**src/rtl/mem_arbiter.sv**
```systemverilog
// mem_arbiter
//   Shares one single-port memory between two requesters. m0 is the CPU
//   port and m1 is the loader/DMA port. Each request is latched into a
//   per-port slot, arbitrated, and issued as one registered memory command.
//   Only one command is outstanding at a time. Reads complete with an
//   rvalid pulse. Writes complete when busy drops.
//
//   Parameter RD_LAT (1..4): cycles from the memory command cycle to valid
//   mem_rdata_i.
//
//   Optional feature macro MEM_ARB_RR_EN:
//     undefined : fixed priority, m0 wins a tie.
//     defined   : round-robin, the port not granted last wins a tie.
//
//   Ports
//     clk_i, rst_i             clock, synchronous active-high reset
//     mK_addr_i/rstrb_i/       request bus of port K (K = 0, 1)
//       wmask_i/wdata_i
//     mK_busy_o                slot K occupied
//     mK_rdata_o, mK_rvalid_o  read data, plus a one-cycle completion pulse
//     mem_addr_o/rstrb_o/      registered memory command
//       wmask_o/wdata_o
//     mem_rdata_i              memory read data
//
//   Handshake: port K may present a request (rstrb pulse or nonzero wmask)
//   only in a cycle where mK_busy_o is 0. The request is captured on that
//   edge, and busy stays high until the transfer has completed.
module mem_arbiter #(
   parameter int RD_LAT = 1
) (
   input  logic        clk_i,
   input  logic        rst_i,
   input  logic [31:0] m0_addr_i,
   input  logic        m0_rstrb_i,
   input  logic [3:0]  m0_wmask_i,
   input  logic [31:0] m0_wdata_i,
   output logic        m0_busy_o,
   output logic [31:0] m0_rdata_o,
   output logic        m0_rvalid_o,
   input  logic [31:0] m1_addr_i,
   input  logic        m1_rstrb_i,
   input  logic [3:0]  m1_wmask_i,
   input  logic [31:0] m1_wdata_i,
   output logic        m1_busy_o,
   output logic [31:0] m1_rdata_o,
   output logic        m1_rvalid_o,
   output logic [31:0] mem_addr_o,
   output logic        mem_rstrb_o,
   output logic [3:0]  mem_wmask_o,
   output logic [31:0] mem_wdata_o,
   input  logic [31:0] mem_rdata_i
);

   typedef enum logic [1:0] {S_IDLE, S_CMD, S_RD_WAIT} state_t;

   state_t      state_q, state_d;

   // Per-port request slots.
   logic [1:0]  full_q;
   logic [1:0]  rd_q;
   logic [31:0] addr_q  [2];
   logic [3:0]  wmask_q [2];
   logic [31:0] wdata_q [2];

   logic [31:0] rdata_q [2];
   logic [1:0]  rvalid_q;

   logic        cur_q;      // port whose command is in flight
   logic [2:0]  cnt_q;      // read latency countdown

   logic        gnt_vld;
   logic        gnt_idx;

   // Request bus gathered into arrays so both ports share one code path.
   logic [31:0] req_addr  [2];
   logic [3:0]  req_wmask [2];
   logic [31:0] req_wdata [2];
   logic [1:0]  req_vld;

`ifdef MEM_ARB_RR_EN
   logic        ptr_q;      // preferred port on the next tie
`endif

   always_comb begin
      req_addr[0]  = m0_addr_i;
      req_addr[1]  = m1_addr_i;
      req_wmask[0] = m0_wmask_i;
      req_wmask[1] = m1_wmask_i;
      req_wdata[0] = m0_wdata_i;
      req_wdata[1] = m1_wdata_i;
      req_vld[0]   = m0_rstrb_i || (m0_wmask_i != 4'd0);
      req_vld[1]   = m1_rstrb_i || (m1_wmask_i != 4'd0);
   end

   // Next state and grant.
   always_comb begin
      state_d = state_q;
      gnt_vld = 1'b0;
      gnt_idx = 1'b0;
      case (state_q)
         S_IDLE: begin
            if (full_q != 2'b00) begin
               gnt_vld = 1'b1;
               if (full_q == 2'b11) begin
`ifdef MEM_ARB_RR_EN
                  gnt_idx = ptr_q;
`else
                  gnt_idx = 1'b0;
`endif
               end else begin
                  // A lone full slot is the winner.
                  gnt_idx = full_q[1];
               end
               state_d = S_CMD;
            end
         end
         S_CMD: begin
            // A command in flight with rstrb high is a read.
            state_d = mem_rstrb_o ? S_RD_WAIT : S_IDLE;
         end
         S_RD_WAIT: begin
            if (cnt_q == 3'd1) state_d = S_IDLE;
         end
         default: state_d = S_IDLE;
      endcase
   end

   always_ff @(posedge clk_i) begin
      if (rst_i) state_q <= S_IDLE;
      else       state_q <= state_d;
   end

   always_ff @(posedge clk_i) begin
      if (rst_i) begin
         full_q      <= '0;
         rd_q        <= '0;
         rvalid_q    <= '0;
         cur_q       <= 1'b0;
         cnt_q       <= '0;
         mem_addr_o  <= '0;
         mem_rstrb_o <= 1'b0;
         mem_wmask_o <= '0;
         mem_wdata_o <= '0;
         for (int k = 0; k < 2; k++) begin
            addr_q[k]  <= '0;
            wmask_q[k] <= '0;
            wdata_q[k] <= '0;
            rdata_q[k] <= '0;
         end
`ifdef MEM_ARB_RR_EN
         ptr_q       <= 1'b0;
`endif
      end else begin
         // Strobes are high for the single CMD cycle only.
         mem_rstrb_o <= 1'b0;
         mem_wmask_o <= '0;
         rvalid_q    <= '0;

         // Capture happens only into an empty slot. A request while busy
         // is dropped. A write wins over a simultaneous read strobe.
         for (int k = 0; k < 2; k++) begin
            if (!full_q[k] && req_vld[k]) begin
               full_q[k]  <= 1'b1;
               rd_q[k]    <= (req_wmask[k] == 4'd0);
               addr_q[k]  <= req_addr[k];
               wmask_q[k] <= req_wmask[k];
               wdata_q[k] <= req_wdata[k];
            end
         end

         if (gnt_vld) begin
            cur_q       <= gnt_idx;
            mem_addr_o  <= addr_q[gnt_idx];
            mem_wdata_o <= wdata_q[gnt_idx];
            mem_rstrb_o <= rd_q[gnt_idx];
            mem_wmask_o <= rd_q[gnt_idx] ? 4'd0 : wmask_q[gnt_idx];
`ifdef MEM_ARB_RR_EN
            ptr_q       <= ~gnt_idx;
`endif
         end

         case (state_q)
            S_CMD: begin
               if (mem_rstrb_o) cnt_q <= 3'(RD_LAT);
               else             full_q[cur_q] <= 1'b0;
            end
            S_RD_WAIT: begin
               // Data is valid in the cycle the counter reads 1.
               if (cnt_q == 3'd1) begin
                  rdata_q[cur_q]  <= mem_rdata_i;
                  rvalid_q[cur_q] <= 1'b1;
                  full_q[cur_q]   <= 1'b0;
               end else begin
                  cnt_q <= cnt_q - 3'd1;
               end
            end
            default: ;
         endcase
      end
   end

   assign m0_busy_o   = full_q[0];
   assign m1_busy_o   = full_q[1];
   assign m0_rdata_o  = rdata_q[0];
   assign m1_rdata_o  = rdata_q[1];
   assign m0_rvalid_o = rvalid_q[0];
   assign m1_rvalid_o = rvalid_q[1];

   // Protocol check: a requester must not issue while its slot is busy.
   m0_busy_req_chk: assert property (@(posedge clk_i)
      rst_i || !(full_q[0] && req_vld[0]))
      else $warning("mem_arbiter: m0 request while busy was ignored");
   m1_busy_req_chk: assert property (@(posedge clk_i)
      rst_i || !(full_q[1] && req_vld[1]))
      else $warning("mem_arbiter: m1 request while busy was ignored");

endmodule
```
**config.mk**
```make
export PLATFORM = sky130hd
export DESIGN_NAME = mem_arbiter
export DESIGN_NICKNAME = d
export VERILOG_FILES = /design/src/rtl/mem_arbiter.sv
export SDC_FILE = /design/constraint.sdc
export NUM_CORES = 1
export LEC_CHECK = 0
export ABC_AREA = 1
export BUFFER_PORTS_ARGS = -buffer_cell sky130_fd_sc_hd__buf_4
export CAP_MARGIN = 20
export CELL_PAD_IN_SITES_DETAIL_PLACEMENT = 1
export CELL_PAD_IN_SITES_GLOBAL_PLACEMENT = 1
export CORE_MARGIN = 10
export CORE_UTILIZATION = 43
export CTS_CLUSTER_DIAMETER = 60
export DETAILED_ROUTE_END_ITERATION = 10
export GPL_TIMING_DRIVEN = 0
export HOLD_SLACK_MARGIN = 0.12
export PLACE_DENSITY = 0.89
export SLEW_MARGIN = 40
export SYNTH_ARGS = -nofsm -noshare
export SYNTH_HDL_FRONTEND = slang
export SYNTH_SLANG_ARGS = --single-unit
```
**constraint.sdc**
```tcl
create_clock -name clk_i -period 3.48 [get_ports clk_i]
set_input_delay 0 -clock clk_i [delete_from_list [all_inputs] [get_ports clk_i]]
set_output_delay 0 -clock clk_i [all_outputs]
set_load 0.02 [all_outputs]
```
# Word-level counts from Yosys, hierarchy flattened
# Memory sizes are Yosys's and may differ from the RTL's. A register that Yosys moved wholly into a read port is not among the register bits.
# Cells that the tools add are included.
# word_totals
output_inout_bits	137
input_bits	172
wordCells	99
ramBits	200
regBits	13
n_memories	4
# mem_list
memory	depth	word_bits	rd	rd_ports_with_merged_regs	wr	line	source
addr_q	2	32	1	1	2	61	logic [31:0] addr_q [2];
rdata_q	2	32	2	0	2	65	logic [31:0] rdata_q [2];
wdata_q	2	32	1	1	2	63	logic [31:0] wdata_q [2];
wmask_q	2	4	1	1	2	62	logic [3:0] wmask_q [2];
# classes
reduce_logical	20
mux	44
n_eq_ne	8
addsub	1
n_lt_le_gt_ge	3
bitwise_logic	11
# op_table
op	count
$mux W32	5
$reduce_or A32 Y1	1
$mux W1	26
$mux W2	5
$logic_not A4 Y1	2
$mux W4	2
$ne A2 B2 Y1 const B	4
$reduce_bool A4 Y1	2
$mux W3	2
$or A1 B1 Y1	6
$pmux W2 S3	1
$pmux W3 S2	1
$reduce_or A3 Y1	2
$eq A2 B2 Y1 const B	2
$lt A1 B2 Y1 const B	2
$pmux W2 S2	1
$reduce_bool A2 Y1	2
$eq A3 B1 Y1 const B	1
$logic_and A1 B1 Y1	3
$not A1 Y1	3
$reduce_and A3 Y1	1
$sub A3 B1 Y3 const B	1
$and A2 B2 Y2	1
$eq A2 B1 Y1 const B	1
8 further kinds	10

# Logic depth before layout (Yosys ltp)
# logic_depth
word_depth	8
ltp_mapped	10
ltp_nobuf	9

# Worst setup path before layout
# OpenSTA, ideal clock, no wires.
# synth_path
path_type	reg-to-reg
from	register full_q[1]
to	memory addr_q[1][0] (enable)
required_time_ns	2.761
arrival_ns	1.837
setup_ns	0.719
slack_ns	0.923
n_path_buf	0
synth_period_minus_slack_ns	2.557
stages_incl_launch_ff	4
path_cell_list	dfxtp_1 > inv_1 > nand2_1 > nand2_1
# synth_lines
item	line	source
start: declaration	59	logic [1:0] full_q;
start signal: assignment	135	full_q <= '0;
start signal: indexed assignment	163	full_q[k] <= 1'b1;
start signal: indexed assignment	185	else full_q[cur_q] <= 1'b0;
end: declaration	61	

==> impl_metrics.toml <==
[logic_synthesis]
synth_nets = 1461
yosysSeqAreaShare_pct = 64.1
ys.flop_type = "edfxtp_1"
synth_top_area_share_pct = 50.5
syn_area_um2 = 11900
synth_common_cells = "nor2_1, inv_1, edfxtp_1"
syn_area_per_cell_um2 = 9.26
synth.area.top_cells = "edfxtp_1, dfxtp_1, nor2_1"
synth_top_cell_by_area = "edfxtp_1"
yosysWarnings = 0
syn_inst = 1284
yosysUniqueCellTypes = 20
synth_most_common_cell = "nor2_1"
synth_edf_count = 200
ys_async_sr_fraction_pct = 0
ys_seq_elements = 281

[run_status]
status = "completed"

[worst_setup_path]
crit_path_end_kind = "register"
critPathMaxStageDelay_ps = 600
cp-startpoint = "m0_wmask_i[1]"
crit_required_ps = 3710
crit_type = "in2reg"
r2r_start = "state_q[0]$_SDFFE_PP0P_"
path_max_fanout = 10
cp_slowest_cell = "dlygate4sd3_1"
crit_chain = "dlygate4sd3_1, buf_4, nor2_1, dlygate4sd3_1, nand3_1, nand3_1, buf_4, buf_6, buf_2, a21oi_1"
worstRegToRegCells = 6
critPathLaunchType = "input pin"
cp.arrival_ps = 2560

[global_routing]
grt_overflow = 0
grt_pass1_vias = 13200
track_usage_pct = 32.2
antenna_found_initial = 5
grt_pass1_wl_um = 86200
grt_max_degree = 39

[floorplanning]
dieArea_um2 = 34700
die_width_um = 186
core_area_um2 = 27100
dieHeight_um = 186
boundaryPins = 309
row_count = 60
start_util_pct = 43.9

[job]
drv_cap = 0

[pwr]
clkPwrFrac_pct = 36.2
powerDensity_nw_per_um2 = 608
pwr-share-comb_pct = 23.2
p_int_mw = 7.29
p_sw_mw = 3.46
seqPwrFrac_pct = 40.6
p_sw_share_pct = 32.2
ir_worst_vdd_uv = 350
leakage_nw = 8.47

[timing]
slew_headroom_pct = 58.5
clock_skew_ps = 38.0
slew_violations = 0
setup_viol = 0
max_freq_mhz = 428
finalCritPeriodShare_pct = 67.1
hold_violations = 0
worst_slack_ps = 1150
period_needed_ps = 2330
tightest_slew_ps = 623
grt_setup_unrepaired = "no"

[placement]
post_dp_cell_area_um2 = 14700
post-place-ws_ps = 966
dpl.hpwl_um = 31200
dp_cells = 1966
port-buffer-count = 308
place.gp.congestion = 0.827

[drt]
num_vias = 11900
routed_wirelength_um = 58000
drc = 0
vias_per_cell = 5.40
drt_first_pass_iters = 6
postRouteAntennaNets = 0
drt_iter0_drc = 1181
post_drt_wl_per_cell_um = 26.3

[finish]
synthToLayoutAreaGrowth_pct = 48.6
n_fill_cell = 3022
final_cell_count_no_fill = 2207
final_layout_size_suffix_gt1_share_pct = 23.9
final_cell_area_um2 = 17700
multi_input_area_um2 = 2910
seq_area_um2 = 7630
nets = 1981

[worst_hold_path]
hp-class = "in2reg"
holdPathStages = 4
hp-start = "m1_wdata_i[29]"

[cts]
root_buffer = "clkbuf_16"
htreeDepth = 2
cts.sinks = 281
tritoncts = "done"
cts.clk_slew.worst_paths_ps = 70
post_cts_buffers = 0
clock_latency_ps = 530
cts_buffers = 34
clk_path_buf_depth = 3
-- final timing paths --
check                                 endpoint  slack (ps)
setup / recovery   wdata_q[1][8]$_SDFFCE_PN0P_        1150
hold / removal    wdata_q[1][29]$_SDFFCE_PN0P_         340
hold reg to reg           rd_q[1]$_SDFFE_PP0P_         460
setup reg to reg   rdata_q[0][0]$_SDFFCE_PN0P_        1200
-- layer usage --
layer	GRT usage (%)	part of all wire [%]	up-vias
met1	34.9	35	5868
met2	57.2	51	782
met3	7.58	8.0	205
met5	0	0	-
met4	17.0	5.9	0
li1	-	-	5060
-- cell usage in the layout (no fill, tap or decap), drive strengths merged --
cell type and instances:
buf 370, nor2 274, inv 256, edfxtp 200, dlygate4sd3 174, nand2 165, a21oi 141, dfxtp 81
o21ai 72, clkbuf 60, nand3 11, clkinv 10, diode 5, ha 5, nand4 3, bufinv 3
nand3b 2, nor3 2, clkinvlp 1
-- cell families after synthesis --
logic type	count (synthesis)	synth area share, %
flops	281	64.1
compound gates	213	8.99
simple gates	457	14.7
fa+ha+maj	5	0.526
buf+inv	328	11.6
-- stage by stage --
step	utilization [%]	setup TNS, ps	hold WS [ps]	power (mW)
2_1_floorplan	-	0	69.1	5.47
3_3_place_gp	54.1	-19920	223	6.32
3_5_place_dp	54.4	0	235	6.45
4_1_cts	65.2	0	309	10.3
5_1_grt	65.2	0	357	11.1
6_report	65.2	0	340	10.8
-- cell type report --
cell class / count / share of cell area (%)
diodes: 5 / 0.0708
plain buffers: 73 / 2.41
clock buffers: 47 / 5.85
clock inverters: 15 / 0.849
inverters: 255 / 5.41
multi-input cells: 675 / 16.5
flip-flops and latches: 281 / 43.1
well taps: 372 / 2.63
repair buffers: 484 / 23.2
-- worst max-delay path, delay by kind of cell --
kind / cells / cell delay, ps
AOI/OAI and AO/OA: 1 / 190
buffers and inverters: 6 / 1980
and+or+nand+nor: 3 / 380
-- registers in the layout, indices dropped and copies added, names as in the netlist, 2 cells and up --
name and count:
wdata_q 64, cnt_q 3, mem_wmask_o 4, mem_addr_o 32, rvalid_q 2, mem_wdata_o 32, state_q 2, rd_q 2
full_q 2, wmask_q 8, addr_q 64, rdata_q 64
-- power groups by stage --
stage               registers (mW)  clock network (mW)  logic [mW]
floorplan                     4.54                   0       0.934
global placement              4.33                   0        1.99
detailed placement            4.35                   0        2.10
CTS                           4.29                3.75        2.30
global route                  4.38                4.03        2.64
finish                        4.37                3.89        2.49
-- timing repair --
| item | CTS | global route |
|---|---|---|
| hold buffers | 174 | 0 |
| resized for setup | 0 | 0 |
| hold endpoints to repair | 216 | 0 |
Note: power is estimated with default switching activity, not from simulation.
